File: config.mk
export PLATFORM = sky130hd
export DESIGN_NAME = multicycle_ctrl
export DESIGN_NICKNAME = d
export VERILOG_FILES = /design/src/rtl/cpu_defs_pkg.sv /design/src/rtl/instr_class_decode.sv /design/src/rtl/multicycle_ctrl.sv
export SDC_FILE = /design/constraint.sdc
export NUM_CORES = 1
export LEC_CHECK = 0
export CORE_ASPECT_RATIO = 1.25
export CORE_MARGIN = 2
export CORE_UTILIZATION = 45
export CTS_CLUSTER_SIZE = 28
export DETAILED_ROUTE_END_ITERATION = 12
export PLACE_DENSITY = 0.87
export SLEW_MARGIN = 5
export SYNTH_ARGS = -nofsm -noshare
export SYNTH_HDL_FRONTEND = slang
export SYNTH_SLANG_ARGS = --single-unit
File: constraint.sdc
create_clock -name clock -period 2.1 [get_ports clock]
set_input_delay 0.21 -clock clock [delete_from_list [all_inputs] [get_ports clock]]
set_output_delay 0.21 -clock clock [all_outputs]
set_load 0.05 [all_outputs]
File: src/rtl/cpu_defs_pkg.sv
// Shared definitions for the multi-cycle controller: state codes, opcode and
// funct constants, ALU / PC-source / destination encodings, instruction classes.
package cpu_defs;

    localparam int unsigned OP_W    = 6;
    localparam int unsigned FUNCT_W = 6;
    localparam int unsigned STATE_W = 3;

    typedef enum logic [STATE_W-1:0] {
        ST_FETCH  = 3'd0,
        ST_DECODE = 3'd1,
        ST_EXEC   = 3'd2,
        ST_MEM    = 3'd3,
        ST_WB     = 3'd4,
        ST_TRAP   = 3'd7
    } state_e;

    localparam logic [OP_W-1:0] OP_RTYPE = 6'h00;
    localparam logic [OP_W-1:0] OP_LW    = 6'h23;
    localparam logic [OP_W-1:0] OP_SW    = 6'h2B;
    localparam logic [OP_W-1:0] OP_BEQ   = 6'h04;
    localparam logic [OP_W-1:0] OP_BNE   = 6'h05;
    localparam logic [OP_W-1:0] OP_J     = 6'h02;
    localparam logic [OP_W-1:0] OP_JAL   = 6'h03;

    // I-type ALU group is identified by op[5:3]
    localparam logic [2:0] OP_IALU_HI = 3'b001;

    localparam logic [FUNCT_W-1:0] FUNCT_JR = 6'h08;
    // Shift group is identified by funct[5:3]
    localparam logic [2:0] FUNCT_SHIFT_HI = 3'b000;

    localparam logic [1:0] ALUOP_ADD    = 2'b00;
    localparam logic [1:0] ALUOP_BRANCH = 2'b01;
    localparam logic [1:0] ALUOP_FUNCT  = 2'b10;

    localparam logic [1:0] PC_SRC_SEQ    = 2'b00;
    localparam logic [1:0] PC_SRC_BRANCH = 2'b01;
    localparam logic [1:0] PC_SRC_JUMP   = 2'b10;
    localparam logic [1:0] PC_SRC_REG    = 2'b11;

    localparam logic [1:0] WREG_RT  = 2'b00;
    localparam logic [1:0] WREG_RD  = 2'b01;
    localparam logic [1:0] WREG_JAL = 2'b10;

    typedef enum logic [3:0] {
        CL_RTYPE,
        CL_JR,
        CL_IALU,
        CL_LW,
        CL_SW,
        CL_BEQ,
        CL_BNE,
        CL_J,
        CL_JAL,
        CL_NONE
    } iclass_e;

endpackage

File: src/rtl/instr_class_decode.sv
// Maps a latched opcode/funct pair to an instruction class and a legal flag.
// Ports: opcode_i/funct_i in; iclass_o, legal_o, shift_o (funct is a shift) out.
module instr_class_decode
    import cpu_defs::*;
(
    input  logic [OP_W-1:0]    opcode_i,
    input  logic [FUNCT_W-1:0] funct_i,
    output iclass_e            iclass_o,
    output logic               legal_o,
    output logic               shift_o
);

    // Class lookup; anything not matched is undecodable
    always_comb begin
        iclass_o = CL_NONE;
        if (opcode_i == OP_RTYPE) begin
            iclass_o = (funct_i == FUNCT_JR) ? CL_JR : CL_RTYPE;
        end else if (opcode_i[5:3] == OP_IALU_HI) begin
            iclass_o = CL_IALU;
        end else begin
            case (opcode_i)
                OP_LW:   iclass_o = CL_LW;
                OP_SW:   iclass_o = CL_SW;
                OP_BEQ:  iclass_o = CL_BEQ;
                OP_BNE:  iclass_o = CL_BNE;
                OP_J:    iclass_o = CL_J;
                OP_JAL:  iclass_o = CL_JAL;
                default: iclass_o = CL_NONE;
            endcase
        end
    end

    assign legal_o = (iclass_o != CL_NONE);
    assign shift_o = (funct_i[5:3] == FUNCT_SHIFT_HI);

endmodule

File: src/rtl/multicycle_ctrl.sv
// Multi-cycle sequencer: FETCH -> DECODE -> EXEC -> [MEM] -> [WB] per class.
// Ports: clock, reset_n; Opcode/Function_opcode (sampled at fetch completion),
// Zero, mem_ready in; memory strobes, IR/PC strobes, ALU control set,
// register-file controls, sticky illegal flag and debug state out.
module multicycle_ctrl
    import cpu_defs::*;
#(
    parameter logic [4:0] JAL_REG = 5'd31
) (
    input  logic               clock,
    input  logic               reset_n,
    input  logic [OP_W-1:0]    Opcode,
    input  logic [FUNCT_W-1:0] Function_opcode,
    input  logic               Zero,
    input  logic               mem_ready,
    output logic               mem_req,
    output logic               mem_we,
    output logic               IRWrite,
    output logic               PCWrite,
    output logic [1:0]         pc_src,
    output logic [1:0]         ALUOp,
    output logic               ALUSrc,
    output logic               I_format,
    output logic               Sftmd,
    output logic               RegWrite,
    output logic               MemtoReg,
    output logic [1:0]         wreg_sel,
    output logic               illegal,
    output logic [STATE_W-1:0] state
);

    // The link register is r31 by default; r0 cannot hold a return address
    if (JAL_REG == 5'd0) begin : g_jal_reg_check
        $error("multicycle_ctrl: JAL_REG must not be r0");
    end

    state_e               state_q, state_d;
    logic [OP_W-1:0]      opcode_q, opcode_d;
    logic [FUNCT_W-1:0]   funct_q, funct_d;
    iclass_e              iclass;
    logic                 legal;
    logic                 shift;

    instr_class_decode u_decode (
        .opcode_i (opcode_q),
        .funct_i  (funct_q),
        .iclass_o (iclass),
        .legal_o  (legal),
        .shift_o  (shift)
    );

    // State and latched instruction fields
    always_ff @(posedge clock or negedge reset_n) begin
        if (!reset_n) begin
            state_q  <= ST_FETCH;
            opcode_q <= '0;
            funct_q  <= '0;
        end else begin
            state_q  <= state_d;
            opcode_q <= opcode_d;
            funct_q  <= funct_d;
        end
    end

    // Next state and per-state strobes
    always_comb begin
        state_d  = state_q;
        opcode_d = opcode_q;
        funct_d  = funct_q;
        mem_req  = 1'b0;
        mem_we   = 1'b0;
        IRWrite  = 1'b0;
        PCWrite  = 1'b0;
        pc_src   = PC_SRC_SEQ;
        ALUOp    = ALUOP_ADD;
        ALUSrc   = 1'b0;
        I_format = 1'b0;
        Sftmd    = 1'b0;
        RegWrite = 1'b0;
        MemtoReg = 1'b0;
        wreg_sel = WREG_RT;
        illegal  = 1'b0;

        case (state_q)
            ST_FETCH: begin
                mem_req = 1'b1;
                if (mem_ready) begin
                    opcode_d = Opcode;
                    funct_d  = Function_opcode;
                    IRWrite  = 1'b1;
                    PCWrite  = 1'b1;
                    pc_src   = PC_SRC_SEQ;
                    state_d  = ST_DECODE;
                end
            end
            ST_DECODE: begin
                state_d = legal ? ST_EXEC : ST_TRAP;
            end
            ST_EXEC: begin
                state_d = ST_FETCH;
                case (iclass)
                    CL_RTYPE: begin
                        ALUOp   = ALUOP_FUNCT;
                        Sftmd   = shift;
                        state_d = ST_WB;
                    end
                    CL_JR: begin
                        ALUOp   = ALUOP_FUNCT;
                        PCWrite = 1'b1;
                        pc_src  = PC_SRC_REG;
                    end
                    CL_IALU: begin
                        ALUOp    = ALUOP_FUNCT;
                        ALUSrc   = 1'b1;
                        I_format = 1'b1;
                        state_d  = ST_WB;
                    end
                    CL_LW, CL_SW: begin
                        ALUOp   = ALUOP_ADD;
                        ALUSrc  = 1'b1;
                        state_d = ST_MEM;
                    end
                    CL_BEQ, CL_BNE: begin
                        ALUOp = ALUOP_BRANCH;
                        // Taken branch is the only same-cycle dependence in EXEC
                        if ((iclass == CL_BEQ) ? Zero : !Zero) begin
                            PCWrite = 1'b1;
                            pc_src  = PC_SRC_BRANCH;
                        end
                    end
                    CL_J: begin
                        PCWrite = 1'b1;
                        pc_src  = PC_SRC_JUMP;
                    end
                    CL_JAL: begin
                        PCWrite = 1'b1;
                        pc_src  = PC_SRC_JUMP;
                        state_d = ST_WB;
                    end
                    default: state_d = ST_FETCH;
                endcase
            end
            ST_MEM: begin
                mem_req = 1'b1;
                mem_we  = (iclass == CL_SW);
                if (mem_ready) begin
                    state_d = (iclass == CL_LW) ? ST_WB : ST_FETCH;
                end
            end
            ST_WB: begin
                RegWrite = 1'b1;
                MemtoReg = (iclass == CL_LW);
                case (iclass)
                    CL_RTYPE: wreg_sel = WREG_RD;
                    CL_JAL:   wreg_sel = WREG_JAL;
                    default:  wreg_sel = WREG_RT;
                endcase
                state_d = ST_FETCH;
            end
            ST_TRAP: begin
                illegal = 1'b1;
            end
            default: state_d = ST_FETCH;
        endcase

        // Reset forces the state to FETCH; keep its fetch request quiet until release
        if (!reset_n) begin
            mem_req  = 1'b0;
            mem_we   = 1'b0;
            IRWrite  = 1'b0;
            PCWrite  = 1'b0;
            pc_src   = PC_SRC_SEQ;
            ALUOp    = ALUOP_ADD;
            ALUSrc   = 1'b0;
            I_format = 1'b0;
            Sftmd    = 1'b0;
            RegWrite = 1'b0;
            MemtoReg = 1'b0;
            wreg_sel = WREG_RT;
            illegal  = 1'b0;
        end
    end

    assign state = state_q;

endmodule

==> out/metrics.csv, run 1 <==
stage,metric,value,unit
outcome,status,did not finish,
outcome,haltStage,global routing,
outcome,first-error,[ERROR GRT-0232] Routing congestion too high. Check the congestion heatmap in the GUI.,
yosys,ys_seq_area_frac,0.354,
placement,io_buffers,34,
yosys,synth_top_area_share,0.354,
timing,worst_endpoint,pc_src[0],
clock_tree,hold_buffers,0,
yosys,synth_warnings,0,
die,ioPinCount,35,
yosys,synth.mux.area_fraction,0.105,
yosys,synthXorXnorAreaFrac,0.0165,
yosys,syn_area_per_cell,8.69,sq um
yosys,synth-simple-area-share,0.286,
yosys,synth_edf_count,0,
yosys,synthAdderAreaFrac,0,
yosys,synth_cell_types,41,
yosys,synth.largest_area_cell,dfrtp_1,
clock_tree,clockBufferDepth,2,
global_routing,overflow,28,
yosys,synth_top_family_by_area,simple AND/OR/NAND/NOR gates,
yosys,netlist_instances,122,
clock_tree,cts_sinks,15,
global_routing,grt.total_usage,0.756,
yosys,synth_seq_cells,15,
global_routing,grt_max_degree,17,
clock_tree,cts_buffers,3,
placement,hpwl,2.92,mm
die,start_util,0.479,
yosys,synthArstFlopShare,1.00,
yosys,synthTopCellsByArea,"dfrtp_1 35%, mux2_2 9.6%, o21ai_0 4.3%",
yosys,synth_area,1060,sq um
die,fp.dieW,47.4,um
timing,worst-ep-kind,top-level output,
die,fp.dieH,58.3,um
clock_tree,htreeDepth,1,
yosys,synth-compound-area-share,0.166,
die,row_count,19,
placement,dp.cells,200,
yosys,synth_ff_type,dfrtp_1,
placement,gp_congestion,0.916,
clock_tree,cts-root-buf,clkbuf_4,
yosys,synth_nets,138,
## per-stage QoR
stage	cell area (sq um)	setup TNS, ns	hold WS, ns	setup WS (ns)
after CTS	1910	-0.855	0.397	-0.301
after floorplan	1160	-0.656	-0.0856	-0.290
after detailed placement	1820	-0.0351	0.505	-0.0211
after global placement	1820	0	0.490	0.0494
## per-layer routing
metal / overflow / track usage
met1: 0 / 0.795
met2: 18 / 0.894
met3: 0 / 0.511
met4: 10 / 0.825
met5: 0 / 0.0889
## synthesized netlist by cell type (all sizes together) (2+ instances only)
cell type	n
inv	8
nor3	6
nor2	9
nor4	7
dfrtp	15
xor2	2
or3	3
buf	6
clkbuf	3
mux2	9
o21ai	9
a21oi	7
o22ai	2
nand2b	3
nand2	12
## timing repair
action                     4_1_cts
resized for setup                7
buffers inserted                 3
pin swaps                        1
setup endpoints to repair        7
## kinds of logic after synthesis
family / count (synthesis)
AOI/OAI and AO/OA: 27
DFF: 15
buffers and inverters: 17
muxes: 10
xor gates and xnor gates: 2
and+or+nand+nor: 51
==> inputs of run 2 (changes only) <==
Settings changed: CORE_AREA set to 2 2 63 65, CORE_ASPECT_RATIO 1.25 to unset, CORE_MARGIN 2 to unset, CORE_UTILIZATION 45 to unset, CTS_CLUSTER_SIZE 28 to unset, DIE_AREA set to 0 0 65 67, PLACE_DENSITY 0.87 to unset, PLACE_DENSITY_LB_ADDON set to 0.15.
==> out/metrics.csv, run 2 <==
stage,metric,value,unit
outcome,status,finished with violations,
outcome,violations,setup timing,
layout,diodes,0,
placement,dp.cells,216,
worst_setup_path,cp_data_required_time,1.89,ns
clock_tree,cts_tree,done,
yosys,netlist_instances,122,
timing,slew_headroom,0.666,
min_path,hp-class,input pin to async pin,
yosys,synth_edf_count,0,
yosys,ys_seq_area_frac,0.354,
worst_setup_path,cpMaxStageDelayCell,or4b_4,
placement,io_buffers,34,
clock_tree,cts-root-buf,clkbuf_8,
routing,viasPerCell,4.92,
yosys,synth_top_area_share,0.354,
worst_setup_path,startpoint,funct_q[2],
timing,rsz0062_at_grt,yes,
timing,worst_pin_slew,0.499,ns
clock_tree,hold_buffers,0,
worst_setup_path,critPathMaxStageDelay,0.55,ns
placement,gp_congestion,0.935,
clock_tree,cts_buffers,3,
timing,setup_ws,-0.210,ns
placement,place_area,1830,sq um
layout,final_cells,222,
routing,routed_wl,2.87,mm
layout,fin_nets,191,
yosys,synth_seq_cells,15,
worst_setup_path,crit_fanout,2,
global_routing,grt_pass1_wl,4.72,mm
yosys,synth_most_common_cell,dfrtp_1,
timing,fin_skew,0.000305,ns
layout,final_common_cell,buf_4,
timing,period_minus_slack,2.31,ns
timing,hold_viol,0,
layout,drive_gt1_frac,0.448,
routing,drc,0,
worst_setup_path,crit_family,simple AND/OR/NAND/NOR gates,
yosys,synth_warnings,0,
die,start_util,0.294,
power,power_density,1240,nW/um^2
die,fp.dieW,65,um
worst_setup_path,cp-start-kind,flip-flop,
routing,antenna_left,0,
power,power,0.00239,W
yosys,synthArstFlopShare,1.00,
routing,dr.pass1.iters,4,
yosys,synth_area,1060,sq um
global_routing,overflow,0,
worst_setup_path,crit_chain,"or4b_4, nor3_4, a31o_1, o22a_2, xor2_4, o21ai_4, buf_12",
routing,avgRoutedWirePerCell,12.9,um
yosys,synthTopCellsByArea,"dfrtp_1 35%, mux2_2 9.6%, o21ai_0 4.3%",
layout,post-route-cell-area,1920,sq um
clock_tree,cts_sinks,15,
die,dieArea,4360,sq um
worst_setup_path,crit_type,flip-flop to output port,
global_routing,grt_max_degree,16,
layout,layout_common_cells,"23 x buf_4, 18 x clkdlybuf4s50_1, 16 x buf_12",
routing,dr_total_vias,1093,
run,maxCapViolations,0,
yosys,syn_area_per_cell,8.69,sq um
routing,drtIter0Drc,17,
global_routing,grt.total_usage,0.142,
timing,drv_slew,0,
clock_tree,clock_latency,0.24,ns
die,row_count,22,
worst_setup_path,worst_setup_path_end_kind,output port,
power,p_leak,0.744,nW
layout,area_growth,81.3,%
worst_setup_path,critPathArrivalTime,2.10,ns
placement,hpwl,2.41,mm
worst_setup_path,worst-path-buf-inv,1,
die,fp.dieH,67,um
yosys,synth_ff_type,dfrtp_1,
die,ioPinCount,35,
clock_tree,htreeDepth,1,
global_routing,grt_pass1_vias,1035,
layout,post-route-util,0.533,
power,vdd_ir_drop_max,0.000774,V
yosys,netlist_top_cells_count,"15 x dfrtp_1, 12 x nand2_1, 9 x mux2_2, 9 x nor2_1, 9 x o21ai_0",
yosys,synth_cell_types,41,
clock_tree,clk_pin_slew,0.06,ns
die,core,3610,sq um
clock_tree,clockBufferDepth,2,
timing,timing.final.crit_share,1.10,
yosys,synth.largest_area_cell,dfrtp_1,
worst_setup_path,r2r_start,funct_q[2],
global_routing,antenna_found_initial,0,
yosys,synth_nets,138,
timing,setup_viol,3,
timing,fmax,0.433,GHz
## run 2: cell counts after synthesis
Identical to the previous run, type by type.
## run 2: worst register-to-register path, delay by kind of cell (launching register included)
family / cells / cell delay [ns]
AND/OR/NAND/NOR: 2 / 0.69
AO/OA/AOI/OAI: 3 / 0.55
flip-flops: 1 / 0.37
buffers and inverters: 1 / 0.16
## run 2: path summary, 6_finish.rpt
path / slack (ns) / cells after the start / to
worst min-delay path: 0.32 / 2 / opcode_q[2]
worst max register to register: 0.19 / 6 / state[2]
worst min register to register: 0.51 / 1 / funct_q[2]
worst max-delay path: -0.21 / 7 / pc_src[0]
min in group clock: 0.51 / 1 / funct_q[2]
max in group asynchronous: 1.55 / 2 / state[1]
## run 2: cell type report
type                            count  area, sq um
Fill cell                         331         1680
Multi-Input combinational cell     90          729
Timing Repair Buffer               57          673
Sequential cell                    15          379
Tap cell                           48         60.1
Clock buffer                        3         41.3
Inverter                            8         33.8
Clock inverter                      1         5.00
## run 2: logic make-up (layout without fill, tap and decap cells)
family	count (synthesis)	after routing	share of synthesized area
XOR/XNOR	2	2	0.0165
buffers and inverters	17	69	0.0720
flip-flops	15	15	0.354
AO/OA/AOI/OAI	27	27	0.166
multiplexers	10	10	0.105
AND/OR/NAND/NOR	51	51	0.286
## run 2: power by group
part / internal (W) / switching [W] / total (W)
registers: 0.000435 / 0.000179 / 0.000614
logic: 0.000729 / 0.000826 / 0.00155
clock network: 0.000131 / 0.0000920 / 0.000223
total: 0.00130 / 0.00110 / 0.00239
## run 2: layer usage
layer | track usage | share of wire | up-vias
li1 | - | - | 546
met1 | 0.167 | 0.44 | 508
met2 | 0.246 | 0.49 | 33
met3 | 0.0236 | 0.047 | 6
met4 | 0.0771 | 0.024 | 0
met5 | 0 | 0 | -
## run 2: what timing repair did
item,in CTS,in global routing
setup buffers,1,1
setup endpoints to repair,5,7
gates resized for setup,2,2
pin swaps,1,0
## run 2: per-stage QoR
stage	hold slack [ns]	TNS (ns)	setup slack, ns
after floorplan	-0.0856	-0.656	-0.290
after global placement	0.489	0	0.0135
after detailed placement	0.500	-0.0295	-0.0176
after CTS	0.314	-0.616	-0.234
after global routing	0.335	-0.868	-0.314
final	0.318	-0.556	-0.210
Power figures use the tool's default switching activity.
